**src/rtl/break_detect_pkg.sv**
```systemverilog
// -----------------------------------------------------------------------------
// break_detect_pkg
// Shared definitions for the serial break detector (and its transmit-side
// counterpart): FSM state encoding, default break threshold and the
// bit-time derivation used by both ends so they agree on what a bit-time is.
// -----------------------------------------------------------------------------
package break_detect_pkg;

  // Detector FSM states.
  typedef enum logic [1:0] {
    ST_IDLE  = 2'd0,
    ST_LOW   = 2'd1,
    ST_BREAK = 2'd2
  } state_t;

  // Consecutive low bit-times that qualify as a break.
  localparam int DEF_BREAK_BITS = 10;

  // Clock cycles per bit-time: floor(sysclk / baudrate), never below 2.
  function automatic int calc_bit_cycles(input int sysclk, input int baudrate);
    int q;
    if (baudrate <= 0) begin
      q = 2;
    end else begin
      q = sysclk / baudrate;
    end
    if (q < 2) begin
      q = 2;
    end
    return q;
  endfunction

endpackage

```
**src/rtl/break_detect_baud_tick.sv**
```systemverilog
// -----------------------------------------------------------------------------
// baud_tick
// Bit-time cycle counter. Counts 0..BIT_CYCLES-1 while enabled and emits a
// one-cycle bit_tick on the wrap. Clear has priority over enable.
//
// Ports:
//   i_clk    system clock
//   i_rst_n  asynchronous active-low reset
//   i_clr    synchronous clear of the cycle counter
//   i_en     count enable
//   o_tick   high in the cycle whose count wraps (combinational)
// -----------------------------------------------------------------------------
module baud_tick #(
  parameter  int BIT_CYCLES = 104,
  localparam int CW         = $clog2(BIT_CYCLES)
) (
  input  logic i_clk,
  input  logic i_rst_n,
  input  logic i_clr,
  input  logic i_en,
  output logic o_tick
);

  localparam logic [CW-1:0] CYC_LAST = CW'(BIT_CYCLES - 1);

  logic [CW-1:0] r_cyc;
  logic          w_wrap;

  assign w_wrap = i_en && (r_cyc == CYC_LAST);
  assign o_tick = w_wrap;

  always_ff @(posedge i_clk or negedge i_rst_n) begin
    if (!i_rst_n) begin
      r_cyc <= '0;
    end else if (i_clr) begin
      r_cyc <= '0;
    end else if (i_en) begin
      if (w_wrap) begin
        r_cyc <= '0;
      end else begin
        r_cyc <= r_cyc + 1'b1;
      end
    end
  end

endmodule

```
**src/rtl/break_detect.sv**
```systemverilog
// -----------------------------------------------------------------------------
// break_detect
// Watches the PC receive line and reports a break: the line held low for at
// least BREAK_BITS bit-times. Provides a level/pulse view for the control
// path and a one-deep event register carrying the break length in whole
// bit-times (saturating at all-ones).
//
// Optional build macro:
//   BREAK_GLITCH_FILTER_EN  adds a 3-sample majority filter after the
//                           synchronizer (one extra cycle of latency) so that
//                           single-cycle glitches neither start nor end a run.
//
// Ports:
//   i_clk        system clock
//   i_rst_n      asynchronous active-low reset
//   i_rxd        raw asynchronous RX line, idle high
//   o_break      high while a break is in progress
//   o_start      one-cycle pulse when a break qualifies
//   o_end        one-cycle pulse when the line returns high after a break
//   o_evt_valid  a completed-break event is held
//   o_evt_dur    break length in bit-times (stable while o_evt_valid)
//   i_evt_ready  consumer accepts the event
//   o_overrun    one-cycle pulse when a new event is dropped
//
// Event handshake: an event transfers in any cycle where o_evt_valid and
// i_evt_ready are both high at the clock edge. o_evt_dur does not change
// while o_evt_valid is high; a new event arriving while the old one is held
// and not being accepted is dropped (o_overrun), while one arriving in the
// same cycle the old one is accepted replaces it and valid stays high.
// -----------------------------------------------------------------------------
module break_detect
  import break_detect_pkg::*;
#(
  parameter int SYSCLK     = 12000000,
  parameter int BAUDRATE   = 115200,
  parameter int BREAK_BITS = DEF_BREAK_BITS,
  parameter int DUR_W      = 16
) (
  input  logic             i_clk,
  input  logic             i_rst_n,
  input  logic             i_rxd,
  output logic             o_break,
  output logic             o_start,
  output logic             o_end,
  output logic             o_evt_valid,
  output logic [DUR_W-1:0] o_evt_dur,
  input  logic             i_evt_ready,
  output logic             o_overrun
);

  localparam int               BIT_CYCLES = calc_bit_cycles(SYSCLK, BAUDRATE);
  localparam logic [DUR_W-1:0] DUR_MAX    = '1;
  localparam logic [DUR_W-1:0] BB_VAL     = DUR_W'(BREAK_BITS);

  // ---------------------------------------------------------------------------
  // Input path
  // ---------------------------------------------------------------------------
  logic r_sync1;
  logic r_sync2;
  logic w_rx_s;

  always_ff @(posedge i_clk or negedge i_rst_n) begin
    if (!i_rst_n) begin
      r_sync1 <= 1'b1;
      r_sync2 <= 1'b1;
    end else begin
      r_sync1 <= i_rxd;
      r_sync2 <= r_sync1;
    end
  end

`ifdef BREAK_GLITCH_FILTER_EN
  logic r_flt0;
  logic r_flt1;

  always_ff @(posedge i_clk or negedge i_rst_n) begin
    if (!i_rst_n) begin
      r_flt0 <= 1'b1;
      r_flt1 <= 1'b1;
    end else begin
      r_flt0 <= r_sync2;
      r_flt1 <= r_flt0;
    end
  end

  // Majority of the three newest samples; a lone odd sample is outvoted.
  assign w_rx_s = (r_sync2 & r_flt0) | (r_sync2 & r_flt1) | (r_flt0 & r_flt1);
`else
  assign w_rx_s = r_sync2;
`endif

  // ---------------------------------------------------------------------------
  // Bit timing
  // Any high sample either keeps us in IDLE or returns us there, so clearing
  // on rx_s=1 holds the counters at 0 throughout IDLE. The low sample that
  // moves IDLE->LOW is the first sample of the run and is counted, which
  // makes the BREAK_BITS*BIT_CYCLES-th low sample the one that qualifies.
  // ---------------------------------------------------------------------------
  logic             w_bit_tick;
  logic [DUR_W-1:0] r_bits;
  logic [DUR_W-1:0] w_bits_nxt;

  baud_tick #(
    .BIT_CYCLES (BIT_CYCLES)
  ) u_baud_tick (
    .i_clk   (i_clk),
    .i_rst_n (i_rst_n),
    .i_clr   (w_rx_s),
    .i_en    (~w_rx_s),
    .o_tick  (w_bit_tick)
  );

  assign w_bits_nxt = (r_bits == DUR_MAX) ? r_bits : (r_bits + 1'b1);

  always_ff @(posedge i_clk or negedge i_rst_n) begin
    if (!i_rst_n) begin
      r_bits <= '0;
    end else if (w_rx_s) begin
      r_bits <= '0;
    end else if (w_bit_tick) begin
      r_bits <= w_bits_nxt;
    end
  end

  // ---------------------------------------------------------------------------
  // FSM: state register
  // ---------------------------------------------------------------------------
  state_t r_state;
  state_t w_state_nxt;

  always_ff @(posedge i_clk or negedge i_rst_n) begin
    if (!i_rst_n) begin
      r_state <= ST_IDLE;
    end else begin
      r_state <= w_state_nxt;
    end
  end

  // ---------------------------------------------------------------------------
  // FSM: next state
  // ---------------------------------------------------------------------------
  always_comb begin
    w_state_nxt = r_state;
    case (r_state)
      ST_IDLE: begin
        if (!w_rx_s) begin
          w_state_nxt = ST_LOW;
        end
      end
      ST_LOW: begin
        if (w_rx_s) begin
          w_state_nxt = ST_IDLE;
        end else if (w_bit_tick && (w_bits_nxt == BB_VAL)) begin
          w_state_nxt = ST_BREAK;
        end
      end
      ST_BREAK: begin
        if (w_rx_s) begin
          w_state_nxt = ST_IDLE;
        end
      end
      default: begin
        w_state_nxt = ST_IDLE;
      end
    endcase
  end

  // ---------------------------------------------------------------------------
  // FSM: outputs (decoded from the transition, registered below so every
  // output changes in the cycle after the deciding rx_s sample)
  // ---------------------------------------------------------------------------
  logic w_start_nxt;
  logic w_end_nxt;
  logic w_break_nxt;

  always_comb begin
    w_start_nxt = 1'b0;
    w_end_nxt   = 1'b0;
    w_break_nxt = 1'b0;
    if ((r_state == ST_LOW) && (w_state_nxt == ST_BREAK)) begin
      w_start_nxt = 1'b1;
    end
    if ((r_state == ST_BREAK) && (w_state_nxt == ST_IDLE)) begin
      w_end_nxt = 1'b1;
    end
    if (w_state_nxt == ST_BREAK) begin
      w_break_nxt = 1'b1;
    end
  end

  logic r_break;
  logic r_start;
  logic r_end;

  always_ff @(posedge i_clk or negedge i_rst_n) begin
    if (!i_rst_n) begin
      r_break <= 1'b0;
      r_start <= 1'b0;
      r_end   <= 1'b0;
    end else begin
      r_break <= w_break_nxt;
      r_start <= w_start_nxt;
      r_end   <= w_end_nxt;
    end
  end

  // ---------------------------------------------------------------------------
  // Event register (one deep). The event posts on the same decision as o_end,
  // capturing r_bits before the high sample clears it; the partial last bit
  // is never counted because r_bits only moves on whole bit-times.
  // ---------------------------------------------------------------------------
  logic             r_evt_valid;
  logic [DUR_W-1:0] r_evt_dur;
  logic             r_overrun;
  logic             w_hs;

  assign w_hs = r_evt_valid && i_evt_ready;

  always_ff @(posedge i_clk or negedge i_rst_n) begin
    if (!i_rst_n) begin
      r_evt_valid <= 1'b0;
      r_evt_dur   <= '0;
      r_overrun   <= 1'b0;
    end else begin
      r_overrun <= 1'b0;
      if (w_end_nxt) begin
        if (r_evt_valid && !w_hs) begin
          r_overrun <= 1'b1;
        end else begin
          r_evt_valid <= 1'b1;
          r_evt_dur   <= r_bits;
        end
      end else if (w_hs) begin
        r_evt_valid <= 1'b0;
      end
    end
  end

  assign o_break     = r_break;
  assign o_start     = r_start;
  assign o_end       = r_end;
  assign o_evt_valid = r_evt_valid;
  assign o_evt_dur   = r_evt_dur;
  assign o_overrun   = r_overrun;

endmodule

```
**config.mk**
```make
export PLATFORM = sky130hd
export DESIGN_NAME = break_detect
export DESIGN_NICKNAME = d
export VERILOG_FILES = /design/src/rtl/break_detect_pkg.sv /design/src/rtl/break_detect_baud_tick.sv /design/src/rtl/break_detect.sv
export SDC_FILE = /design/constraint.sdc
export NUM_CORES = 1
export LEC_CHECK = 0
export BUFFER_PORTS_ARGS = -buffer_cell sky130_fd_sc_hd__buf_4
export CAP_MARGIN = 10
export CORE_MARGIN = 3
export CORE_UTILIZATION = 30
export CTS_BUF_LIST = sky130_fd_sc_hd__clkbuf_2 sky130_fd_sc_hd__clkbuf_4 sky130_fd_sc_hd__clkbuf_8
export CTS_CLUSTER_DIAMETER = 150
export DETAILED_ROUTE_END_ITERATION = 12
export GPL_TIMING_DRIVEN = 1
export SLEW_MARGIN = 10
export SYNTH_ARGS = -nofsm -noshare
export SYNTH_HDL_FRONTEND = slang
export SYNTH_SLANG_ARGS = --single-unit
```
**constraint.sdc**
```tcl
create_clock -name i_clk -period 5.52 [get_ports i_clk]
set_input_delay 1.104 -clock i_clk [delete_from_list [all_inputs] [get_ports i_clk]]
set_output_delay 1.104 -clock i_clk [all_outputs]
set_load 0.02 [all_outputs]
```
# --- Word level (Yosys, flattened, before mapping) ---
# Cells that the tools add are included.
op_classes:
  addsub: 2
  eq_ne: 7
  mux: 18
  bitwise_logic: 2
  n_reduce_logical: 13
ops:
  columns: ["operator", "count"]
  rows:
  - ["$mux W16", 3]
  - ["$add A16 B1 Y16 const B", 1]
  - ["$eq A16 B16 Y1 const B", 1]
  - ["$eq A16 B4 Y1 const B", 1]
  - ["$mux W7", 2]
  - ["$mux W1", 8]
  - ["$mux W2", 4]
  - ["$add A7 B1 Y7 const B", 1]
  - ["$eq A7 B7 Y1 const B", 1]
  - ["$logic_and A1 B1 Y1", 6]
  - ["$pmux W2 S3", 1]
  - ["$eq A2 B2 Y1 const B", 2]
  - ["$logic_not A2 Y1", 2]
  - ["$reduce_and A2 Y1", 2]
  - ["$reduce_bool A2 Y1", 2]
  - ["$eq A2 B1 Y1 const B", 1]
  - ["$ne A2 B2 Y1 const B", 1]
  - ["$not A1 Y1", 2]
  - ["$logic_not A1 Y1", 1]
word_totals:
  ff_bits: 48
  out_inout_bits: 21

# --- Logic depth before layout (Yosys ltp) ---
# Gate-level depths: netlist (run 1).
logic_depth:
  depth_word: 12
  mapped_depth: 8
  ltp_nobuf: 7

# --- By module ---
# Synthesis (run 1) repeated with hierarchy kept, for this count alone.
hier_totals:
  cells_unflattened: 235
  area_unflattened_um2: 2494.9
by_module_without_submodules:
  columns: ["module", "n_inst", "cells_each", "area_each_um2"]
  rows:
  - ["break_detect", 1, 197, 2122.0]
  - ["baud_tick", 1, 38, 372.9]

# --- Worst setup path before layout (run 1) ---
# OpenSTA, ideal clock, no wires.
synth_timing:
  path_kind: "input to register"
  start: "input port i_evt_ready"
  end: "register r_evt_dur[10], in the netlist o_evt_dur[10]"
  setup_ns: 0.125
  arrival_time_ns: 2.178
  required_time_ns: 5.395
  slack_ns: 3.217
  path_stages: 5
  cell_sequence: "nand2b_1 -> nor2b_1 -> clkbuf_1 -> buf_2 -> mux2_2"
synth_via:
  elab_chain_len: 5
synth_rtl:
  columns: ["item", "line_no", "source"]
  rows:
  - ["start: declaration", "break_detect.sv:47", "input logic i_evt_ready,"]
  - ["$logic_and A1 B1 Y1", "break_detect.sv:217", "assign w_hs = r_evt_valid && i_evt_ready;"]
  - ["$logic_not A1 Y1", "break_detect.sv:227", "if (r_evt_valid && !w_hs) begin"]
  - ["$logic_and A1 B1 Y1", "break_detect.sv:227", null]
  - ["$not A1 Y1 (no source line)", null, null]
  - ["$reduce_and A2 Y1 (no source line)", null, null]
  - ["end signal: assignment", "break_detect.sv:231", "r_evt_dur <= r_bits;"]
  - ["end: declaration", "break_detect.sv:213", "logic [DUR_W-1:0] r_evt_dur;"]
# Every way passes these cells.
# A chain may end at the register's enable or synchronous reset.

# --- Worst setup path in the final report (run 1) ---
layout_timing:
  start: "register r_bits[0]"
  end: "register r_bits[11]"
layout_via:
  elab_chain_len: 4
layout_rtl:
  columns: ["item", "line_no", "source"]
  rows:
  - ["start: declaration", "break_detect.sv:100", "logic [DUR_W-1:0] r_bits;"]
  - ["start signal: assignment", "break_detect.sv:121", "r_bits <= w_bits_nxt;"]
  - ["$add A16 B1 Y16 or $eq A16 B16 Y1 (tied branches)", "break_detect.sv:113", "assign w_bits_nxt = (r_bits == DUR_MAX) ? r_bits : (r_bits + 1'b1);"]
  - ["$mux W16 *", "break_detect.sv:113", null]
  - ["$mux W16 *", "break_detect.sv:120", "end else if (w_bit_tick) begin"]
  - ["$mux W16 *", "break_detect.sv:118", "end else if (w_rx_s) begin"]
# Every way passes the cells marked *; elsewhere a longest branch is shown, timed or not. The select of a mux whose other input is x is not followed.

==> results of run 1 <==
==> layout make-up <==
cell class              count  area, um2
well taps                 102      127.6
inverters                   3      11.26
fillers                   789       5031
repair buffers             26      195.2
clock buffers               5      68.82
flip-flops and latches     48       1204
clock inverters             3      46.29
multi-input cells         170       1204
==> path summary, 6_finish.rpt <==
path | to | slack, ns | cells past startpoint
max | r_bits[11]$_DFFE_PN0P_ | 3.28 | 7
min | r_sync2$_DFF_PN1_ | 0.36 | 0
max reg2reg | r_bits[11]$_DFFE_PN0P_ | 3.28 | 7
min reg2reg | r_sync2$_DFF_PN1_ | 0.36 | 0
max in group asynchronous | r_bits[4]$_DFFE_PN0P_ | 4.31 | 1
min in group asynchronous | u_baud_tick.r_cyc[3]$_DFF_PN0_ | 0.80 | 1
==> kinds of logic after synthesis <==
logic type / after synthesis / share of synthesized area (%)
muxes: 18 / 8.008
buffers and inverters: 18 / 3.704
and+or+nand+nor: 108 / 25.88
adders and majority gates: 2 / 1.001
xor gates and xnor gates: 17 / 5.956
DFF: 48 / 48.15
AOI/OAI and AO/OA: 25 / 7.307
==> sequential cells by signal (all words and copies together) (netlist names) <==
signal             flops
o_evt_valid            1
r_bits                16
o_end                  1
o_break                1
r_sync1                1
o_start                1
o_overrun              1
r_sync2                1
r_state                2
u_baud_tick.r_cyc      7
o_evt_dur             16
==> worst max-delay path: cells and delay by family (launching register included) <==
family / cells / cell delay (ns)
adder cells (fa/ha/maj): 1 / 0.29
AND/OR/NAND/NOR: 5 / 1.20
XOR/XNOR: 1 / 0.15
flip-flops: 1 / 0.46
==> cells in the mapped netlist (all sizes together), types with 7 or more instances <==
cell type and n:
nand3 14, nand2 15, nor2 26, nand4 12, buf 10, a21oi 7, mux2 16, nor3 7
xor2 7, dfrtp 46, and3 8, xnor2 10
==> routing by layer <==
| layer | up-vias | routed length [um] | GRT usage (%) |
|---|---|---|---|
| met5 | - | 0 | 0 |
| met4 | 0 | 41 | 2.449 |
| met3 | 5 | 338 | 3.230 |
| met2 | 48 | 2264 | 17.25 |
| met1 | 843 | 2711 | 18.14 |
| li1 | 888 | - | - |
==> where the power goes <==
part           total [mW]  leakage, nW  internal, mW  switching (mW)
clock network       0.260       0.0548         0.137           0.123
registers           0.360        0.659         0.355         0.00488
logic              0.0124        0.583       0.00368         0.00868
total               0.632         1.30         0.495           0.137
==> through the flow <==
stage / std cells / total power [mW] / utilization [%] / worst slack, ns
3_5_place_dp: 349 / 0.3800 / 34.76 / 3.094
6_report: 357 / 0.6318 / 36.22 / 3.283
4_1_cts: 357 / 0.6422 / 36.22 / 3.259
2_1_floorplan: 236 / 0.3690 / - / 3.217
5_1_grt: 357 / 0.6613 / 36.22 / 3.078
3_3_place_gp: 349 / 0.3795 / 34.76 / 3.168
==> run_results.csv, run 1 <==
group,metric,value,unit
synthesis,synthTopCellsByArea,"dfrtp_1, mux2_2, xnor2_1",
synthesis,ys.flop_type,"dfrtp_1",
critical_path,startpoint_type,"flip-flop",
outcome,status,"completed",
critical_path,crit_fanout,7,
critical_path,crit_slowest_cell,"dfrtp_1",
critical_path,startpoint,"r_bits[0]$_DFFE_PN0P_",
synthesis,synth_area_leader_cell,"dfrtp_1",
sta,slew_violations,0,
clock_tree,post_cts_buffers,0,
synthesis,avgSynthCellArea,10.59,um2
floorplanning,die_w,97.29,um
clock_tree,h-tree-depth,2,
finish,fin_nets,260,
critical_path,worstPathRequired,5.70,ns
critical_path,path_cells,"ha_1, and3_1, nand4_1, nand2_1, or4_1, xnor2_1, nor2_1",
clock_tree,hold_buffers,0,
sta,setup_viol,0,
routing,first_pass_iters,4,
finish,final_cell_mix,"dfrtp_1, buf_4, nor2_1, mux2_2, nand2_1",
clock_tree,ctsResizeCount,0,
finish,final_area,2856,um2
synthesis,synth_edf_count,0,
routing,num_vias,1784,
floorplanning,die_area,9464,um2
hold_path,hold_path.class,"flip-flop to flip-flop",
sta,fin_crit_sh,40.53,%
sta,finClkSkew,0.003667,ns
floorplanning,die_y,97.29,um
global_route,overflow,0,
clock_tree,cts.sinks,48,
job,cap_viol_max_count,0,
pwr,ir_drop,0.1241,mV
sta,worst_slew_pin_slew,0.5990,ns
routing,drt-initial-drc-count,155,
sta,whs,0.3599,ns
global_route,grt_pass1_wl,9.425,mm
sta,tns,0,ns
critical_path,cp.arrival,2.41,ns
hold_path,holdCritStartpoint,"r_sync1$_DFF_PN1_",
synthesis,synth_cell_types,50,
finish,area_growth,14.26,%
global_route,grt_usage,12.02,%
routing,routed_via_density,4.997,
critical_path,r2r-start,"r_bits[0]$_DFFE_PN0P_",
global_route,grt_max_degree,49,
pwr,power.density,221.2,nW/um2
floorplanning,start_util,31.69,%
clock_tree,clockBufferDepth,2,
clock_tree,clk_latency,0.30,ns
critical_path,cpPeakStageDelay,0.46,ns
global_route,antenna_found_initial,0,
clock_tree,cts-root-buf,"clkbuf_8",
synthesis,synth_nets,242,
clock_tree,cts_tree,"built",
critical_path,crit_type,"flip-flop to flip-flop",
synthesis,netlist_instances,236,
finish,num_antenna_cells,0,
floorplanning,io_pins,25,
finish,drive_above_1_share,25.49,%
pwr,p_leak,1.297,nW
synthesis,yosysSeqAreaShare,48.15,%
routing,drc,0,
routing,ant_nets,0,
sta,rsz0062_at_grt,"no",
placement,gp_congestion,0.8616,
sta,post-route-min-period,2.237,ns
synthesis,ys_ff_latch,48,
placement,place.port_buffers,24,
routing,routed_wirelength,5.355,mm
sta,slew-limit-headroom,60.07,%
global_route,grt_pass1_vias,1783,
floorplanning,core_area,7888,um2
clock_tree,cts.clk_slew.worst_paths,0.09,ns
synthesis,yosys.area.top_type_share,46.05,%
sta,finalHoldViolations,0,
sta,max_freq,447.0,MHz
finish,final_common_cell,"dfrtp_1",
synthesis,yosys_warnings,0,
synthesis,async_reset_ff_share,100.0,%
routing,wl_per_cell,15.00,um
placement,place_area,2741,um2
synthesis,synth_area,2500,um2
placement,dp_hpwl,3.786,mm
critical_path,crit_path_end_kind,"flip-flop",
floorplanning,row_count,32,
clock_tree,cts_buffers,5,
No activity file was read; power rests on OpenSTA's default activity.
==> inputs of run 2 (changes only) <==
ABC_AREA = 1   (was unset)
clock period = 2.3 ns   (was 5.52 ns; I/O delays follow)
==> run 2 against run 1 <==
Clock-buffer cell count up 2. Synthesized cell count up 24%. Combinational power rose to 2.8 times the previous value. Non-clock buffer count unchanged. Global-route usage up 0.37 points. First-iteration DRC count down 47%. Wire length down 2.9%. Highest routed layer unchanged. Hold slack worse by 0.20 ns.
==> run_results.csv, run 2 <==
group,metric,value,unit
synthesis,netlist_instances,292,
global_route,busiest_layer,"met2",
synthesis,avgSynthCellArea,8.296,um2
floorplanning,row_count,32,
critical_path,cpPeakStageDelay,0.45,ns
clock_tree,cts-root-buf,"clkbuf_8",
outcome,status,"completed",
synthesis,ys.flop_type,"dfrtp_1",
synthesis,synth_commonest_cells,"nand2_1, dfrtp_1, o21ai_0",
sta,finClkSkew,0.005808,ns
sta,whs,0.1642,ns
synthesis,synth_nets,298,
global_route,grt_usage,12.39,%
clock_tree,h-tree-depth,2,
routing,drt-initial-drc-count,82,
synthesis,synth_area,2422,um2
clock_tree,hold_buffers,0,
placement,post-place-ws,0.3555,ns
synthesis,synth_area_leader_cell,"dfrtp_1",
placement,gp_congestion,0.8471,
routing,routed_wirelength,5.199,mm
synthesis,synth_edf_count,0,
sta,tns,0,ns
routing,ant_nets,0,
synthesis,ys_ff_latch,48,
critical_path,critical_path_buf_inv_count,3,
placement,dp_hpwl,3.855,mm
floorplanning,die_area,9188,um2
sta,slew_violations,0,
sta,post-route-min-period,1.949,ns
pwr,power.density,507.6,nW/um2
hold_path,hold_path.class,"primary input to async pin",
global_route,met3_usage,3.127,%
synthesis,synth_cell_types,27,
floorplanning,start_util,31.19,%
global_route,overflow,0,
synthesis,yosysSeqAreaShare,49.69,%
clock_tree,cts_buffers,5,
sta,rsz0062_at_grt,"no",
clock_tree,post_cts_buffers,0,
routing,wl_per_cell,12.35,um
sta,slew-limit-headroom,56.25,%
finish,drive_above_1_share,23.51,%
clock_tree,clockBufferDepth,2,
routing,routed_via_density,4.629,
routing,first_pass_iters,4,
synthesis,yosysMostFrequentCell,"nand2_1",
routing,num_vias,1949,
finish,final_common_cell,"nand2_1",
synthesis,yosys_warnings,0,
global_route,antenna_found_initial,0,
finish,final_cell_mix,"nand2_1, dfrtp_1, o21ai_0, inv_1, buf_4",
sta,worst_slew_pin_slew,0.6546,ns
global_route,grt_pass1_wl,8.901,mm
sta,fin_crit_sh,84.73,%
finish,area_growth,15.60,%
critical_path,startpoint_type,"flip-flop",
clock_tree,clk_latency,0.30,ns
critical_path,cp.arrival,2.15,ns
clock_tree,ctsResizeCount,0,
global_route,grt_use_met2,19.57,%
synthesis,async_reset_ff_share,100.0,%
pwr,ir_drop,0.2215,mV
critical_path,crit_type,"flip-flop to flip-flop",
floorplanning,die_y,95.86,um
sta,fin_ws,0.3513,ns
clock_tree,cts.sinks,48,
finish,fin_nets,324,
finish,num_antenna_cells,0,
critical_path,crit_fanout,13,
floorplanning,io_pins,25,
routing,drc,0,
clock_tree,cts.clk_slew.worst_paths,0.09,ns
pwr,p_leak,1.314,nW
sta,setup_viol,0,
placement,place.port_buffers,24,
sta,finalHoldViolations,0,
global_route,grt.met1_usage,16.76,%
sta,max_freq,513.2,MHz
global_route,grt_max_degree,49,
job,cap_viol_max_count,0,
critical_path,crit_slowest_cell,"dfrtp_1",
critical_path,path_cells,"ha_1, nand3_2, inv_2, nand2_4, inv_4, nand2_4, nand3_1, nor2_1, nand2_1, nor2_2, nand3_1, nand2_1, inv_1",
critical_path,worstPathRequired,2.50,ns
floorplanning,core_area,7767,um2
global_route,grt_pass1_vias,1890,
floorplanning,die_w,95.86,um
clock_tree,cts_tree,"built",
critical_path,path_delay_family,"simple AND/OR/NAND/NOR gates",
synthesis,synthTopCellsByArea,"dfrtp_1, nand2_1, o21ai_0",
synthesis,yosys.area.top_type_share,47.52,%
critical_path,crit_path_end_kind,"flip-flop",
-- run 2: metrics by stage --
| stage | instance area, um2 | util (%) | std cells | power [mW] |
|---|---|---|---|---|
| 3_5_place_dp | 2703 | 34.79 | 413 | 0.9106 |
| 2_1_floorplan | 2422 | - | 292 | 0.8853 |
| 6_report | 2800 | 36.05 | 421 | 1.421 |
| 5_1_grt | 2800 | 36.05 | 421 | 1.488 |
| 3_3_place_gp | 2703 | 34.79 | 413 | 0.9102 |
| 4_1_cts | 2800 | 36.05 | 421 | 1.451 |
-- run 2: final timing paths --
kind / depth (start not counted) / startpoint / end / slack [ns]
max in group asynchronous: 1 / i_rst_n / u_baud_tick.r_cyc[1]$_DFF_PN0_ / 1.73
max reg2reg: 13 / r_bits[0]$_DFFE_PN0P_ / r_state[0]$_DFF_PN0_ / 0.35
max: 13 / r_bits[0]$_DFFE_PN0P_ / r_state[0]$_DFF_PN0_ / 0.35
min in group i_clk: 1 / i_rxd / r_sync1$_DFF_PN1_ / 0.26
min: 1 / i_rst_n / r_bits[13]$_DFFE_PN0P_ / 0.16
min reg2reg: 0 / r_sync1$_DFF_PN1_ / r_sync2$_DFF_PN1_ / 0.36
-- run 2: metal layers --
| layer | routed length (um) | vias to the layer above |
|---|---|---|
| met5 | 0 | - |
| met4 | 77 | 0 |
| met3 | 255 | 7 |
| met2 | 2439 | 35 |
| met1 | 2427 | 921 |
| li1 | - | 986 |
-- run 2: worst reg2reg max path, cell delays in order (launching register included) --
cell	delay, ns
dfrtp_1	0.45
ha_1	0.26
nand3_2	0.12
inv_2	0.08
nand2_4	0.09
inv_4	0.05
nand2_4	0.17
nand3_1	0.13
nor2_1	0.09
nand2_1	0.06
nor2_2	0.16
nand3_1	0.09
nand2_1	0.06
inv_1	0.03
-- run 2: report_power, final --
part	internal, mW	switching [mW]	leakage (nW)	total [mW]
sequential	0.851	0.00506	0.659	0.856
clock	0.256	0.273	0.0479	0.530
combinational	0.00766	0.0276	0.607	0.0352
total	1.12	0.306	1.31	1.42
-- run 2: layout make-up --
class / instances / area [um2]
well taps: 102 / 127.6
fillers: 807 / 4967
inverters: 30 / 115.1
flip-flops and latches: 48 / 1204
clock inverters: 1 / 7.507
clock buffers: 7 / 90.09
repair buffers: 26 / 195.2
multi-input cells: 207 / 1061
-- run 2: cells by family (layout without fill, tap and decap cells) --
logic type	Yosys count	in the layout	share of synthesized area, %
AND/OR/NAND/NOR	161	161	32.95
XOR/XNOR	3	3	1.085
adder cells (fa/ha/maj)	2	2	1.033
AO/OA/AOI/OAI	41	41	8.729
flip-flops	48	48	49.69
buffers and inverters	37	64	6.508
